**config.mk**
```make
export PLATFORM = sky130hd
export DESIGN_NAME = system_unit
export DESIGN_NICKNAME = d
export VERILOG_FILES = /design/src/rtl/multicore_pkg.sv /design/src/rtl/system_unit_counter64.sv /design/src/rtl/system_unit.sv
export SDC_FILE = /design/constraint.sdc
export NUM_CORES = 1
export LEC_CHECK = 0
export ABC_CLOCK_PERIOD_IN_PS = 2650
export CAP_MARGIN = 15
export CORE_MARGIN = 3
export CORE_UTILIZATION = 27
export DETAILED_ROUTE_END_ITERATION = 10
export PLACE_DENSITY = 0.38
export SYNTH_ARGS = -nofsm -noshare
export SYNTH_HDL_FRONTEND = slang
export SYNTH_SLANG_ARGS = --single-unit
```
**constraint.sdc**
```tcl
create_clock -name i_clk -period 2.65 [get_ports i_clk]
set_clock_uncertainty 0.05 [all_clocks]
set_input_delay 0.265 -clock i_clk [delete_from_list [all_inputs] [get_ports i_clk]]
set_output_delay 0.265 -clock i_clk [all_outputs]
set_load 0.03 [all_outputs]
```
**src/rtl/multicore_pkg.sv**
```systemverilog
// multicore_pkg: shared decode types and system-unit constants
package multicore_pkg;
  typedef enum logic [2:0] {
    RDCYCLE, RDCYCLEH, RDTIME, RDTIMEH, RDINSTRET, RDINSTRETH, SCALL, SBREAK
  } t_sysop;
  typedef enum logic {SYS_IDLE, SYS_TRAP_WAIT} t_sys_state;
  localparam logic TRAP_CAUSE_SCALL  = 1'b0;
  localparam logic TRAP_CAUSE_SBREAK = 1'b1;
endpackage

```
**src/rtl/system_unit_counter64.sv**
```systemverilog
// counter64: 64-bit wrapping counter with increment enable
module counter64 (
  input  logic        i_clk,
  input  logic        i_rst_n,
  input  logic        i_inc,
  output logic [63:0] o_count
);
  always_ff @(posedge i_clk or negedge i_rst_n)
    if (!i_rst_n) o_count <= '0;
    else if (i_inc) o_count <= o_count + 64'd1;
endmodule

```
**src/rtl/system_unit.sv**
```systemverilog
// system_unit: cycle/time/instret counter reads and SCALL/SBREAK trap request
module system_unit
  import multicore_pkg::*;
#(
  parameter int TIME_DIV = 1,
  parameter int XLEN     = 32
) (
  input  logic            i_clk,
  input  logic            i_rst_n,
  input  logic            i_en,
  input  t_sysop          i_sysop,
  input  logic            i_retire,
  input  logic            i_trap_ack,
  output logic [XLEN-1:0] o_result,
  output logic            o_result_valid,
  output logic            o_trap_req,
  output logic            o_trap_cause,
  output logic            o_busy
);
  t_sys_state      state;
  logic [15:0]     pre;
  logic            time_tick;
  logic            is_trap;
  logic            hi;
  logic [63:0]     cycle_q, time_q, instret_q, sel;
  logic [XLEN-1:0] word;
  assign time_tick = pre == 16'(TIME_DIV - 1);
  always_ff @(posedge i_clk or negedge i_rst_n)
    if (!i_rst_n) pre <= '0;
    else pre <= time_tick ? '0 : pre + 16'd1;
  counter64 u_cycle   (.i_clk(i_clk), .i_rst_n(i_rst_n), .i_inc(1'b1),      .o_count(cycle_q));
  counter64 u_time    (.i_clk(i_clk), .i_rst_n(i_rst_n), .i_inc(time_tick), .o_count(time_q));
  counter64 u_instret (.i_clk(i_clk), .i_rst_n(i_rst_n), .i_inc(i_retire),  .o_count(instret_q));
  // anything not a time/instret read falls back to cycle, matching decode
  always_comb begin
    is_trap = i_sysop == SCALL || i_sysop == SBREAK;
    hi      = i_sysop == RDCYCLEH || i_sysop == RDTIMEH || i_sysop == RDINSTRETH;
    sel     = (i_sysop == RDTIME || i_sysop == RDTIMEH) ? time_q :
              (i_sysop == RDINSTRET || i_sysop == RDINSTRETH) ? instret_q : cycle_q;
    word    = hi ? sel[63:32] : sel[31:0];
  end
  always_ff @(posedge i_clk or negedge i_rst_n)
    if (!i_rst_n) begin
      state          <= SYS_IDLE;
      o_result       <= '0;
      o_result_valid <= 1'b0;
      o_trap_req     <= 1'b0;
      o_trap_cause   <= TRAP_CAUSE_SCALL;
      o_busy         <= 1'b0;
    end else begin
      o_result_valid <= 1'b0;
      if (state == SYS_IDLE) begin
        if (i_en && is_trap) begin
          state        <= SYS_TRAP_WAIT;
          o_trap_req   <= 1'b1;
          o_busy       <= 1'b1;
          o_trap_cause <= (i_sysop == SBREAK) ? TRAP_CAUSE_SBREAK : TRAP_CAUSE_SCALL;
        end else if (i_en) begin
          o_result       <= word;
          o_result_valid <= 1'b1;
        end
      end else if (i_trap_ack) begin
        state      <= SYS_IDLE;
        o_trap_req <= 1'b0;
        o_busy     <= 1'b0;
      end
    end
endmodule

```
==> impl_results.md, run 1 <==
* Worst hold path type: input pin to async pin
* Post-Syn Area at 12500 µm²
* Startpoint type of the worst setup path: flop
* Utilization of the core after routing at 0.331
* Synth top area share at 0.490
* Maximum frequency from static timing analysis at 401 MHz
* Input/output buffers at between 40 and 50
* CP required at 3.09 ns
* Type of element capturing the critical path: flop
* Number of endpoints with negative hold slack in the final report at 0
* Status: completed
* Proportion of synthesized flip-flops having asynchronous set or reset at 1.00
* Gr usage total at 0.163
* Static leakage power at approximately 6.4 nW
* Type of the setup path with the least slack: flop to flop
* Max clock buf depth at 3
* Post-layout nets at roughly 1.4k
* Sequential fraction of the synthesis area at 0.490
* Routed WL at 40.0 mm
* Largest net degree at the start of global routing at 73
* Global-route wire length before repair at ~63 mm
* Ratio of final minimum period to clock period at 0.940
* Unrepaired setup endpoints after global routing: no
* Proportion of layout cells with a drive suffix above 1 at 0.106
* Cell accounting for the most synthesized area: dfrtp_1
* Clock Latency Late Sink at 0.58 ns
* Full die area at 48800 µm²
* Antenna viol nets, final at 0
* Initial antenna violation count at 0
* Number of fill cells in the layout at about 4.8k
* Yosys reg bits at between 200 and 250
* Worst relative slew slack at 0.563
* Number of flops mapped to enable cells by yosys at 0
* Number of global-route vias before repair at 10.0k
* Count of max-cap constraint violations at 0
* Number of synthesis warnings at 0
* Number of vias per cell at 4.92
* Slew @ Worst Pin at approximately 0.66 ns
* Average wire per standard cell at about 20 µm
* Router iterations before antenna repair at 5
* Number of failing setup endpoints in the final timing report at 0
* Max IR drop VDD at about 400 µV
* Setup Buffers After CTS at 0
* HPWL after DPL at 29.3 mm
* Worst Path Max Fanout at 13
* Initial standard-cell utilization of the core at 0.274
* Final Wtd Congestion at 0.779
* Arrival time of the worst setup path at 2.93 ns
* TritonCTS clock tree: yes
* Clock tree root buffer cell: clkbuf_16
* Global route overflow at 0
* DIE HEIGHT at 221 µm
* Floorplan row count at 78
* Count of routing violations after the opening detailed-route iteration at between 500 and 600
* Setup tns final at 0 ns
* Cells on worst reg2reg path at 6
* Total power per unit cell area at 601 nW/µm²
* Number of antenna diodes at 0
* Cell count after synthesis at 1295
* Tmin final at 2.49 ns
* Total via count after detailed routing at 9888
* Mean Syn Cell Area at 9.63 µm²
* Post-route DRC at 0
* Clock net sink count at 244
* Leading cell type in the layout, fill and taps excluded: nand2_1
* Deepest level of the CTS H-tree at 1
* Most used cells in the layout excluding fill and tap cells: nand2_1 (248), dfrtp_1 (244), nand3_1 (130)
* Clock input transition at the sequential cells of the worst setup and hold paths at 0.06 ns
* Chip Width at between 200 and 250 µm
* Final Slew Violations at 0
* Most area-consuming cells after synthesis: dfrtp_1 (49%), xnor2_1 (8.8%), nand2_1 (7.5%)
* Count of boundary I/O pins at 44
* Most frequently used flop master after synthesis: dfrtp_1
* Growth of design area from synthesis to finish at 20.8%
* Post-Syn Nets at about 1.3k
* Netlist cell types at 51
* Cts bufs inserted at 31
* Core area at 45500 µm²
==> path summary, 6_finish.rpt <==
check	endpoint	start	slack, ns
setup / recovery	u_time.o_count[27]	pre[9]	0.16
hold / removal	u_cycle.o_count[12]	i_rst_n	0.21
setup reg to reg	u_time.o_count[27]	pre[9]	0.16
hold reg to reg	pre[15]	pre[15]	0.41
max in group asynchronous	u_instret.o_count[57]	i_rst_n	1.55
min in group i_clk	state	i_trap_ack	0.25
==> routing by layer <==
metal / up-vias / share of wire / wire length, µm / global-route usage
met5: - / 0 / 0 / 0
met4: 0 / 0.023 / 919 / 0.0368
met3: 49 / 0.036 / 1430 / 0.0256
met2: 155 / 0.46 / 18200 / 0.257
met1: 4901 / 0.48 / 19400 / 0.235
li1: 4783 / - / - / -
==> cell type report <==
type	count	area, µm²	area share
multi-input cells	972	6050	0.401
well taps	600	751	0.0498
repair buffers	114	1110	0.0736
inverters	23	86.3	0.00573
clock inverters	6	42.5	0.00282
flip-flops and latches	244	6110	0.405
clock buffers	49	923	0.0613
==> synth_stat cells (2+ instances only) <==
| cell type | count |
|---|---|
| buf_1 | 5 |
| nand2_1 | 249 |
| or3_1 | 7 |
| and4_1 | 19 |
| and3_2 | 2 |
| xnor2_1 | 126 |
| o21ai_0 | 7 |
| ha_1 | 5 |
| a32oi_1 | 6 |
| buf_4 | 4 |
| nor3_1 | 36 |
| dfrtp_1 | 244 |
| nor4b_2 | 2 |
| nand4_1 | 83 |
| clkbuf_1 | 39 |
| a21oi_1 | 2 |
| inv_1 | 23 |
| and3_1 | 26 |
| or4_4 | 2 |
| and2_1 | 7 |
| nor3_2 | 2 |
| or4_1 | 5 |
| nor4_4 | 4 |
| a31oi_1 | 31 |
| nor2b_1 | 3 |
| a22o_1 | 6 |
| nor4_1 | 25 |
| a32o_1 | 25 |
| xor2_1 | 76 |
| buf_6 | 4 |
| nor4_2 | 5 |
| nor2_1 | 58 |
| nand3_1 | 131 |
| o211ai_1 | 6 |
| buf_2 | 2 |
| mux2_2 | 2 |
| mux2i_1 | 2 |
==> flip-flops by register name (all words and copies together) (netlist names), 16 cells and up <==
signal             flops
u_time.o_count        64
u_instret.o_count     64
pre                   16
u_cycle.o_count       64
o_result              32
==> kinds of logic (layout without fill, tap and decap cells) <==
logic type | after synthesis | after routing | synth area share
buf+inv | 79 | 192 | 0.0286
compound gates | 87 | 87 | 0.0538
mux | 4 | 4 | 0.00341
flops | 244 | 244 | 0.490
simple gates | 674 | 674 | 0.278
fa+ha+maj | 5 | 5 | 0.00502
xor+xnor | 202 | 202 | 0.142
==> metrics by stage <==
step | power [mW] | setup WS (ns) | std cells | hold slack (ns) | instance area, µm²
2_1_floorplan | 4.52 | 0.383 | 1295 | -0.0806 | 12500
3_3_place_gp | 5.10 | 0.116 | 1952 | 0.260 | 14100
3_5_place_dp | 5.09 | 0.119 | 1952 | 0.262 | 14100
4_1_cts | 9.22 | 0.113 | 2008 | 0.227 | 15100
5_1_grt | 9.44 | 0.0240 | 2008 | 0.247 | 15100
6_report | 9.06 | 0.158 | 2008 | 0.211 | 15100
==> timing repair <==
item	4_1_cts	5_1_grt
endpoints found under the hold margin	63	0
resized for setup	0	2
hold buffers	1	0
endpoints found under the setup margin	0	3
==> worst max-delay path, cell delays in order, from the launching register on <==
cell and delay (ns):
dfrtp_1 0.40, or4_1 0.71, nor4_4 0.44, and3_1 0.31, buf_12 0.17, and3_1 0.18
xor2_1 0.15
==> report_power, final <==
group / internal, mW / leakage (nW) / switching [mW]
logic: 0.383 / 2.59 / 0.602
registers: 3.87 / 3.30 / 0.165
clock network: 2.37 / 0.474 / 1.68
total: 6.62 / 6.36 / 2.44
Note: power is estimated with default switching activity, not from simulation.
==> run 2, diff against run 1 <==
CORE_UTILIZATION = 62   (was 27)
PLACE_DENSITY = 0.77   (was 0.38)
==> impl_results.md, run 2 (synthesis gave the netlist of run 1 again) <==
* Router iterations before antenna repair at 5 (unchanged)
* Worst Path Max Fanout at 9 (-4)
* Worst hold path depth at 2
* Average wire per standard cell at 20.3 µm (+2.0%)
* Worst hold path type: input pin to flop
* Full die area at 21900 µm² (-55%)
* Ratio of final minimum period to clock period at 0.943 (+0.00233)
* Initial antenna violation count at 1 (+1)
* Clock input transition at the sequential cells of the worst setup and hold paths at 0.06 ns (about the same)
* Chip Width at 148 µm (-33%)
* TritonCTS clock tree: yes
* Count of routing violations after the opening detailed-route iteration at 936 (+62%)
* Antenna viol nets, final at 0 (unchanged)
* DIE HEIGHT at 148 µm (-33%)
* Max clock buf depth at 3 (unchanged)
* Leading cell type in the layout, fill and taps excluded: nand2_1
* CP required at 3.05 ns (-0.04 ns)
* Clock net sink count at 244 (unchanged)
* Post-CTS sizing at 0 (unchanged)
* Type of element capturing the critical path: flop
* Growth of design area from synthesis to finish at 14.6%
* Number of fill cells in the layout at 1436 (-70%)
* Cells along the critical path: or4_1 -> nor4_2 -> and4_1 -> nor4b_4 -> xor2_1
* Slew @ Worst Pin at 0.702 ns (+0.0464 ns)
* Global route overflow at 0 (unchanged)
* Slowest stage cell, crit path: or4_1
* HPWL after DPL at 23.6 mm (-20%)
* Number of vias per cell at 6.32 (+28%)
* Total via count after detailed routing at 10.3k (+4.5%)
* Floorplan row count at 51 (-35%)
* Input/output buffers at 43 (unchanged)
* Unrepaired setup endpoints after global routing: no
* Clock tree root buffer cell: clkbuf_16
* Tmin final at 2.50 ns (+0.00617 ns)
* Max IR drop VDD at 629 µV (+59%)
* Total power per unit cell area at 613 nW/µm² (+2.0%)
* Number of global-route vias before repair at 9928 (-1.2%)
* Post-route DRC at 0 (unchanged)
* Most used cells in the layout excluding fill and tap cells: nand2_1 (248), dfrtp_1 (244), nand3_1 (131)
* Setup Buffers After CTS at 0 (unchanged)
* Setup tns final at 0 ns (unchanged)
* Routed WL at 33.2 mm (-17%)
* Final Slew Violations at 0 (unchanged)
* Post-placement worst setup slack at 0.159 ns (+0.0400 ns)
* Static leakage power at 6.16 nW (-3.1%)
* Number of antenna diodes at 0 (unchanged)
* Number of endpoints with negative hold slack in the final report at 0 (unchanged)
* Crit-path max cell delay at 0.70 ns (about the same)
* Count of boundary I/O pins at 44 (unchanged)
* Arrival time of the worst setup path at 2.90 ns (-0.03 ns)
* Global-route wire length before repair at 53.8 mm (-15%)
* Cells on worst reg2reg path at 5 (-1)
* Clock Latency Late Sink at 0.54 ns (-0.04 ns)
* Area of the multi-input gates at 6030 µm² (-0.29%)
* Worst path setup slack after routing at 0.152 ns (-0.00617 ns)
* Cts bufs inserted at 25 (-19%)
* Largest net degree at the start of global routing at 86 (+18%)
* Register Area at 6110 µm² (unchanged)
* Number of hold-repair buffers added at the cts stage at 1 (unchanged)
* Type of the setup path with the least slack: flop to flop
* Gr usage total at 0.307 (+0.144)
* Maximum frequency from static timing analysis at 400 MHz (-0.25%)
* Core area at 19600 µm² (-57%)
* Leading registers by flop count: u_cycle.o_count (64), u_instret.o_count (64), u_time.o_count (64)
* Count of max-cap constraint violations at 0 (unchanged)
* Startpoint type of the worst setup path: flop
* Post-layout nets at 1364 (-2.5%)
* Worst relative slew slack at 0.532 (-0.0310)
* Initial standard-cell utilization of the core at 0.637 (+0.362)
* Proportion of layout cells with a drive suffix above 1 at 0.0854 (-0.0204)
* Status: completed
* Deepest level of the CTS H-tree at 1 (unchanged)
* Final Wtd Congestion at 0.924 (+19%)
* Number of failing setup endpoints in the final timing report at 0 (unchanged)
run 2: routing by layer:
layer | track usage | vias to the layer above | part of all wire
li1 | - | 4701 | -
met1 | 0.432 | 5113 | 0.43
met2 | 0.495 | 433 | 0.47
met3 | 0.0441 | 88 | 0.068
met4 | 0.104 | 2 | 0.037
met5 | 0 | - | 0.00042
run 2: worst max-delay path, delay by kind of cell, from the launching register on:
family           cells  cell delay, ns
flip-flops           1            0.41
XOR/XNOR             1            0.17
AND/OR/NAND/NOR      4            1.80
run 2: path summary, 6_finish.rpt:
check / start / to / slack (ns)
max in group asynchronous: i_rst_n / u_time.o_count[17] / 1.47
setup reg to reg: pre[9] / u_time.o_count[58] / 0.15
hold reg to reg: pre[15] / pre[15] / 0.41
hold / removal: i_trap_ack / state / 0.26
min in group asynchronous: i_rst_n / u_cycle.o_count[48] / 0.28
setup / recovery: pre[9] / u_time.o_count[58] / 0.15
run 2: cell type report:
| cell class | count | area share |
|---|---|---|
| repair buffers | 85 | 0.0588 |
| well taps | 265 | 0.0232 |
| clock inverters | 17 | 0.0160 |
| multi-input cells | 972 | 0.422 |
| clock buffers | 29 | 0.0469 |
| inverters | 23 | 0.00604 |
| flip-flops and latches | 244 | 0.427 |
run 2: through the flow:
stage | power (mW) | area [µm²] | hold slack (ns) | utilization | instances
after global routing | 9.02 | 14300 | 0.283 | 0.730 | 1635
final | 8.77 | 14300 | 0.256 | 0.730 | 1635
after global placement | 4.98 | 13400 | 0.268 | 0.683 | 1588
after CTS | 8.81 | 14300 | 0.254 | 0.730 | 1635
after floorplan | 4.52 | 12500 | -0.0806 | - | 1295
after detailed placement | 4.99 | 13400 | 0.268 | 0.683 | 1588
run 2: power breakdown:
part / switching (mW) / total (mW) / internal (mW) / leakage [nW]
Combinational: 0.576 / 0.932 / 0.356 / 2.42
Sequential: 0.136 / 4.00 / 3.86 / 3.30
Clock: 1.53 / 3.84 / 2.31 / 0.439
Total: 2.24 / 8.77 / 6.53 / 6.16
==> run 3, diff against run 2 <==
TNS_END_PERCENT = 30   (was not set)
==> results of run 3 <==
Final layout, timing and power as in run 2 (identical DEF).
